[src/rtl/spi_master_pkg.sv]
// rtl/spi_master_pkg.sv - shared types and constants for the SPI master datapath
package spi_master_pkg;

    localparam int SPI_DATA_W  = 32;
    localparam int SPI_CNT_W   = 16;
    localparam int STEP_SINGLE = 1;
    localparam int STEP_QUAD   = 4;

    typedef enum logic [1:0] {
        IDLE     = 2'd0,
        TRANSMIT = 2'd1,
        STALL    = 2'd2
    } tx_state_e;

endpackage

[src/rtl/spi_master_tx.sv]
// rtl/spi_master_tx.sv - SPI master transmit shifter, single/quad lanes, FIFO-fed
module spi_master_tx
    import spi_master_pkg::*;
#(
    parameter int DATA_W = SPI_DATA_W,
    parameter int CNT_W  = SPI_CNT_W
) (
    input  logic              clk,
    input  logic              rstn,
    input  logic              en,
    input  logic              tx_edge,
    output logic              tx_done,
    output logic              sdo0,
    output logic              sdo1,
    output logic              sdo2,
    output logic              sdo3,
    input  logic              en_quad_in,
    input  logic [CNT_W-1:0]  counter_in,
    input  logic              counter_in_upd,
    input  logic [DATA_W-1:0] data,
    input  logic              data_valid,
    output logic              data_ready,
    output logic              clk_en_o
);

    tx_state_e         state;
    logic [DATA_W-1:0] shift;
    logic [CNT_W-1:0]  bit_cnt;
    logic [CNT_W-1:0]  word_cnt;
    logic [CNT_W-1:0]  len_trgt;
    logic              quad_q;

    logic [CNT_W-1:0]  len_cur;
    logic [CNT_W-1:0]  eff_len;
    logic [CNT_W-1:0]  step;
    logic [CNT_W-1:0]  bit_nxt;
    logic [CNT_W-1:0]  word_nxt;
    logic              quad_sel;
    logic              last_beat;
    logic              word_end;

    // In IDLE the pending request's mode/length decide the start; afterwards the latched mode rules.
    always_comb begin
        len_cur   = counter_in_upd ? counter_in : len_trgt;
        quad_sel  = (state == IDLE) ? en_quad_in : quad_q;
        eff_len   = quad_sel ? (len_cur & ~CNT_W'(3)) : len_cur;
        step      = quad_sel ? CNT_W'(STEP_QUAD) : CNT_W'(STEP_SINGLE);
        bit_nxt   = bit_cnt + step;
        word_nxt  = word_cnt + step;
        last_beat = (bit_nxt == eff_len);
        word_end  = (word_nxt == CNT_W'(DATA_W));
    end

    always_comb begin
        data_ready = 1'b0;
        case (state)
            IDLE:     data_ready = en && (eff_len != '0) && data_valid;
            TRANSMIT: data_ready = tx_edge && !last_beat && word_end && data_valid;
            STALL:    data_ready = data_valid;
            default:  data_ready = 1'b0;
        endcase
    end

    always_ff @(posedge clk or negedge rstn) begin
        if (!rstn) begin
            state    <= IDLE;
            shift    <= '0;
            bit_cnt  <= '0;
            word_cnt <= '0;
            quad_q   <= 1'b0;
            len_trgt <= CNT_W'(DATA_W);
            tx_done  <= 1'b0;
        end else begin
            tx_done <= 1'b0;
            if (counter_in_upd) begin
                len_trgt <= counter_in;
            end
            case (state)
                IDLE: begin
                    if (en) begin
                        if (eff_len == '0) begin
                            tx_done <= 1'b1;
                        end else if (data_valid) begin
                            shift    <= data;
                            quad_q   <= en_quad_in;
                            bit_cnt  <= '0;
                            word_cnt <= '0;
                            state    <= TRANSMIT;
                        end
                    end
                end
                TRANSMIT: begin
                    if (tx_edge) begin
                        shift    <= quad_q ? {shift[DATA_W-5:0], 4'b0000}
                                           : {shift[DATA_W-2:0], 1'b0};
                        bit_cnt  <= bit_nxt;
                        word_cnt <= word_nxt;
                        if (last_beat) begin
                            tx_done <= 1'b1;
                            state   <= IDLE;
                        end else if (word_end) begin
                            // Reload in the same cycle so back-to-back words leave no gap.
                            if (data_valid) begin
                                shift    <= data;
                                word_cnt <= '0;
                            end else begin
                                state <= STALL;
                            end
                        end
                    end
                end
                STALL: begin
                    if (data_valid) begin
                        shift    <= data;
                        word_cnt <= '0;
                        state    <= TRANSMIT;
                    end
                end
                default: state <= IDLE;
            endcase
        end
    end

    assign clk_en_o = (state == TRANSMIT);
    assign sdo0     = quad_q ? shift[DATA_W-4] : shift[DATA_W-1];
    assign sdo1     = quad_q & shift[DATA_W-3];
    assign sdo2     = quad_q & shift[DATA_W-2];
    assign sdo3     = quad_q & shift[DATA_W-1];

endmodule

[config.mk]
export PLATFORM = sky130hd
export DESIGN_NAME = spi_master_tx
export DESIGN_NICKNAME = d
export VERILOG_FILES = /design/src/rtl/spi_master_pkg.sv /design/src/rtl/spi_master_tx.sv
export SDC_FILE = /design/constraint.sdc
export NUM_CORES = 1
export LEC_CHECK = 0
export BUFFER_PORTS_ARGS = -buffer_cell sky130_fd_sc_hd__buf_2
export CORE_MARGIN = 4
export CORE_UTILIZATION = 35
export DETAILED_ROUTE_END_ITERATION = 6
export GPL_TIMING_DRIVEN = 0
export PLACE_DENSITY_LB_ADDON = 0.15
export SLEW_MARGIN = 20
export SYNTH_ARGS = -nofsm -noshare
export SYNTH_HDL_FRONTEND = slang
export SYNTH_SLANG_ARGS = --single-unit
[constraint.sdc]
create_clock -name clk -period 4.8 [get_ports clk]
set_input_delay 0.72 -clock clk [delete_from_list [all_inputs] [get_ports clk]]
set_output_delay 0.72 -clock clk [all_outputs]
set_load 0.01 [all_outputs]
Yosys cells after proc, flatten, opt, wreduce, memory -nomap -nowiden

Cells that the tools add are included.

Register bits after elaboration: 84
Word-level logic and storage cells: 79

Add/sub/neg operators: 2
Equal/unequal tests: 10
Multiplexer cells: 41
Bitwise gates (word level): 4
Reduce and logical (&&, ||, !) cells: 15

Operator list:

| kind                  | count |
|---|---|
| $mux W32              | 8 |
| $mux W16              | 12 |
| $pmux W32 S3          | 1 |
| $pmux W16 S3          | 1 |
| $add A16 B3 Y16       | 2 |
| $pmux W16 S2          | 1 |
| $eq A16 B16 Y1        | 1 |
| $eq A16 B6 Y1 const B | 1 |
| $logic_not A16 Y1     | 1 |
| $mux W2               | 8 |
| $reduce_bool A16 Y1   | 1 |
| $reduce_and A5 Y1     | 2 |
| $ne A2 B2 Y1 const B  | 4 |
| $reduce_and A4 Y1     | 2 |
| $mux W1               | 6 |
| $pmux W2 S3           | 1 |
| $logic_and A1 B1 Y1   | 5 |
| $and A1 B1 Y1         | 3 |
| $mux W3               | 1 |
| $ne A3 B1 Y1 const B  | 1 |
| $ne A3 B2 Y1 const B  | 1 |
| $pmux W1 S3           | 1 |
| $reduce_bool A3 Y1    | 1 |
| $eq A2 B1 Y1 const B  | 1 |
| other kinds (6)       | 6 |

Logic depth before layout (Yosys ltp)

Depth in word-level cells: 10
Depth in mapped cells: 20
Mapped depth without buffers: 14

Worst setup path before layout

No wires, ideal clock.

Path kind: input to output
From: input port en_quad_in
To: output port data_ready
Arrival: 3,965 ps
Slack: 115 ps
Stages: 19
Buffers on the path: 5
Cell sequence: or3b_1 -> buf_4 -> nand2_2 -> inv_2 -> buf_2 -> ha_1 -> ha_1 -> buf_1 -> nand2_1 -> a31oi_2 -> nand3_1 -> xnor2_1 -> and4b_1 -> o2111a_1 -> a211o_1 -> buf_4 -> and2_1 -> buf_6 -> nor2_1

Longest elaborated chain between the ends: 9

Ends and longest elaborated chain:

| element                          | RTL line            | text |
|---|---|---|
| from (decl)                      | spi_master_tx.sv:17 | `input logic en_quad_in,` |
| $mux W1 *                        | spi_master_tx.sv:45 | `quad_sel = (state == IDLE) ? en_quad_in : quad_q;` |
| $mux W3                          | spi_master_tx.sv:47 | `step = quad_sel ? CNT_W'(STEP_QUAD) : CNT_W'(STEP_SINGLE);` |
| $add A16 B3 Y16                  | spi_master_tx.sv:48 | `bit_nxt = bit_cnt + step;` |
| $eq A16 B16 Y1                   | spi_master_tx.sv:50 | `last_beat = (bit_nxt == eff_len);` |
| $logic_not A1 Y1                 | spi_master_tx.sv:58 | `TRANSMIT: data_ready = tx_edge && !last_beat && word_end && data_valid;` |
| $logic_and A1 B1 Y1 (3 in a row) | spi_master_tx.sv:58 |  |
| $pmux W1 S3 *                    | spi_master_tx.sv:56 | `case (state)` |
| to (decl)                        | spi_master_tx.sv:22 | `output logic data_ready,` |

Mark *: on every way between the ends. The rest lies on a longest branch, timed or not.

Worst setup path after layout

From: register state[0]
To: output port data_ready

Longest elaborated chain between the ends: 10

Ends and longest elaborated chain:

| element                          | RTL line                                 | text |
|---|---|---|
| from (decl)                      | spi_master_tx.sv:26                      | `tx_state_e state;` |
| from (signal assigned)           | spi_master_tx.sv:66                      | `state <= IDLE;` |
| from (signal assigned)           | spi_master_tx.sv:88                      | `state <= TRANSMIT;` |
| from (signal assigned)           | spi_master_tx.sv:100                     | `state <= IDLE;` |
| $logic_not A2 Y1                 | spi_master_tx.sv:45, spi_master_tx.sv:56 |  |
| $mux W1                          | spi_master_tx.sv:45                      |  |
| $mux W3                          | spi_master_tx.sv:47                      |  |
| $add A16 B3 Y16                  | spi_master_tx.sv:48                      |  |
| $eq A16 B16 Y1                   | spi_master_tx.sv:50                      |  |
| $logic_not A1 Y1                 | spi_master_tx.sv:58                      |  |
| $logic_and A1 B1 Y1 (3 in a row) | spi_master_tx.sv:58                      |  |
| $pmux W1 S3 *                    | spi_master_tx.sv:56                      |  |

Marks and branches as above.

==> results.rst <==
.. list-table::
   :header-rows: 1

   * - Metric
     - Value
   * - Initial antenna violation count
     - 0
   * - Synth top cells by count
     - dfrtp_1, nand2_1, a21oi_1
   * - Class of the most critical setup path
     - reg -> out
   * - Number of buffer and inverter instances along the worst setup path
     - 6
   * - Highest Clock Rate
     - 215 MHz
   * - CTS buffer count
     - 9
   * - Share of the core filled with cells
     - 0.434
   * - PortBufs
     - 61
   * - Root Buffer Master
     - clkbuf_16
   * - Clock period minus worst slack
     - 4.65 ns
   * - Detailed placement HPWL
     - 12100 um
   * - Starting density of the core
     - 0.355
   * - Buffer depth of the longest clock path
     - 2
   * - CTS hold repair buffers
     - 0
   * - Final GP Congestion
     - 0.859
   * - Final setup violation count
     - 0
   * - Average instance area after synthesis
     - 8.53 um2
   * - Final design instance area without fill
     - 0.00687 mm2
   * - Number of DRC markers after the initial detailed-route iteration
     - 306
   * - LEAKAGE
     - 2.98 nW
   * - Overflow left after global routing
     - 0
   * - Peak ir drop on the vdd network
     - 0.000220 V
   * - Ratio of routed vias to standard cells
     - 5.45
   * - Max-cap violation count
     - 0
   * - Post-Syn Area
     - 0.00561 mm2
   * - Area share of the leading cell type in the synthesized netlist
     - 0.370
   * - Number of sinks on the clock net
     - 84
   * - Source-to-sink clock delay at the later pin of the worst-skew pair
     - 0.35 ns
   * - Length of the first detailed-routing pass in iterations
     - 5
   * - Cell family contributing the most delay on the critical path
     - compound AO/OA/AOI/OAI gates
   * - Flip-flop cell with the highest count after synthesis
     - dfrtp_1
   * - Number of global-route vias before repair
     - 5306
   * - Post-route DRC violation count
     - 0
   * - Via count of the routed design
     - 5317
   * - Cell depth of the worst flop-to-flop path
     - 19
   * - Floorplan Core Area
     - 0.0158 mm2
   * - Count of distinct cell types in the synthesized netlist
     - 64
   * - Wire length of the first global-routing pass
     - 27700 um
   * - Outcome
     - complete, no violations
   * - PD cells
     - 452 mW/mm2
   * - Worst hold-check path type
     - in -> async
   * - Clock slew at the register clock pins of the worst setup and hold paths
     - 0.06 ns
   * - Max-slew violations
     - 0
   * - Element type at the critical path start
     - flop
   * - Post-placement cell area
     - 0.00622 mm2
   * - Number of diodes added for antenna fixing
     - 0
   * - Largest cells by area after synthesis
     - dfrtp_1, mux2i_1, nand2_1, a21oi_1, a31o_2
   * - Headroom to the max-slew limit
     - 0.297
   * - Horizontal extent of the die
     - 135 um
   * - Number of inserted filler cells in the final layout
     - 1591
   * - Number of warnings reported in the yosys synthesis log
     - 0
   * - Portion of the post-synthesis area used by sequential elements
     - 0.375
   * - Routed Antenna Nets
     - 0
   * - Crit path capture type
     - output pin
   * - Total number of H-tree levels
     - 3
   * - WP data arrival
     - 3.93 ns
   * - Fraction of synthesis flops using an asynchronous set or reset pin
     - 1.00
   * - Vertical extent of the die
     - 135 um
   * - Clock tree from TritonCTS
     - done
   * - Aggregate routed wire length
     - 16900 um
   * - Maximum single-stage delay on the critical path
     - 0.42 ns
   * - Total GRT Usage
     - 0.189
   * - Count of cell instances traversed by the critical path
     - 18
   * - Count of boundary I/O pins
     - 62
   * - Layout cell share with drive strength beyond 1
     - 0.229
   * - Maximum number of pins on one net before global-route repair
     - 58
   * - Cells after synthesis
     - 658
   * - Worst Path Max Fanout
     - 7
   * - Most numerous cell on the critical path
     - buf_6
   * - Post-synthesis register bit count
     - 84
   * - Required time of the critical path
     - 4.08 ns
   * - Number of nets in the layout
     - 813
   * - Period utilization
     - 0.969
   * - Count of endpoints failing hold in the final timing report
     - 0
   * - Worst slew pin tran
     - 1.04 ns
   * - Post-synthesis net count
     - 717
   * - Number of enable-type register cells in the synthesized netlist
     - 0
   * - Cell Chain, Critical Path
     - buf_6, or3b_1, buf_6, nand2_8, inv_6, ha_4, a21oi_1, a21oi_1, o21ai_0, a21oi_1, nor4_2, o2111ai_2, a211o_1, buf_6, and2_1, buf_6, nor2_1, buf_2
   * - Floorplan die area
     - 0.0181 mm2
   * - Clock skew
     - 0.00759 ns
   * - Area leader, netlist
     - dfrtp_1
   * - Row cnt
     - 46
   * - Slowest cell on the critical path
     - o21ai_0
   * - WL/cell
     - 17.4 um
   * - Most common cell in the synthesized netlist
     - dfrtp_1
   * - Area added between synthesis and finish
     - 22.3%
==> per-stage QoR <==
step	power, W	hold slack [ns]	setup TNS [ns]	cells	setup slack [ns]
2_1_floorplan	0.00187	0.424	0	658	0.115
5_1_grt	0.00331	0.252	-0.0102	975	-0.0102
3_3_place_gp	0.00216	0.481	-2.33	935	-0.671
4_1_cts	0.00306	0.237	0	964	0.0121
6_report	0.00310	0.232	0	975	0.149
3_5_place_dp	0.00220	0.492	-4.56	936	-0.688
==> cells in the final DEF, fill, tap and decap left out, types with 10 or more instances in the layout <==
master,synthesis,layout
a21oi_1,51,51
o21ai_1,27,27
xnor2_1,16,16
buf_4,2,26
nor2_1,22,21
dfrtp_1,83,83
nand3_1,32,32
a31o_2,27,27
inv_1,21,21
a31oi_1,14,14
nand2_1,80,79
buf_2,14,71
o21ai_0,34,34
and2_1,11,11
nor4_1,13,12
mux2i_1,38,38
clkbuf_1,31,34
o211ai_1,10,10
==> path summary, 6_finish.rpt <==
path	start	to	slack, ns
min	rstn	word_cnt[5]	0.23
max	state[0]	data_ready	0.15
min reg2reg	bit_cnt[15]	bit_cnt[15]	0.52
max in group asynchronous	rstn	shift[20]	3.97
min in group clk	bit_cnt[15]	bit_cnt[15]	0.52
max reg2reg	state[0]	shift[22]	0.84
==> timing repair <==
action,in CTS,in global routing
resized for setup,30,4
pin swaps,10,9
endpoints found under the setup margin,11,1
setup buffers,13,13
==> per-layer routing <==
layer	up-vias	routed length, um	track usage	share of wire
li1	2597	-	-	-
met1	2562	8320	0.266	0.49
met2	138	7660	0.300	0.45
met3	20	672	0.0291	0.040
met4	0	279	0.0605	0.016
met5	-	0	0	0
==> flip-flops by register name (all words and copies together) (netlist names) <==
| name | cells |
|---|---|
| quad_q | 1 |
| shift | 32 |
| word_cnt | 16 |
| state | 2 |
| bit_cnt | 16 |
| tx_done | 1 |
| len_trgt | 16 |
==> kinds of logic (layout without fill, tap and decap cells) <==
family,after synthesis,in the layout,synth area share
simple gates,206,206,0.182
mux,47,47,0.0858
xor+xnor,26,26,0.0430
flops,84,84,0.375
compound gates,212,212,0.246
buf+inv,79,180,0.0602
fa+ha+maj,4,4,0.00891
==> power breakdown <==
| group | internal [W] | switching [W] | total (W) |
|---|---|---|---|
| logic | 0.000600 | 0.000719 | 0.00132 |
| registers | 0.000894 | 0.000163 | 0.00106 |
| clock network | 0.000432 | 0.000293 | 0.000725 |
==> cell type report <==
class                      count  area [um2]  area share
buffer                        53         259      0.0377
clock buffer                  14         264      0.0384
clock inverter                 2        35.0     0.00510
inverter                      23        91.3      0.0133
multi-input combinational    495        3310       0.482
sequential                    84        2100       0.306
tap                          216         270      0.0394
timing repair buffer          88         534      0.0778
No activity file was read; power rests on OpenSTA's default activity.
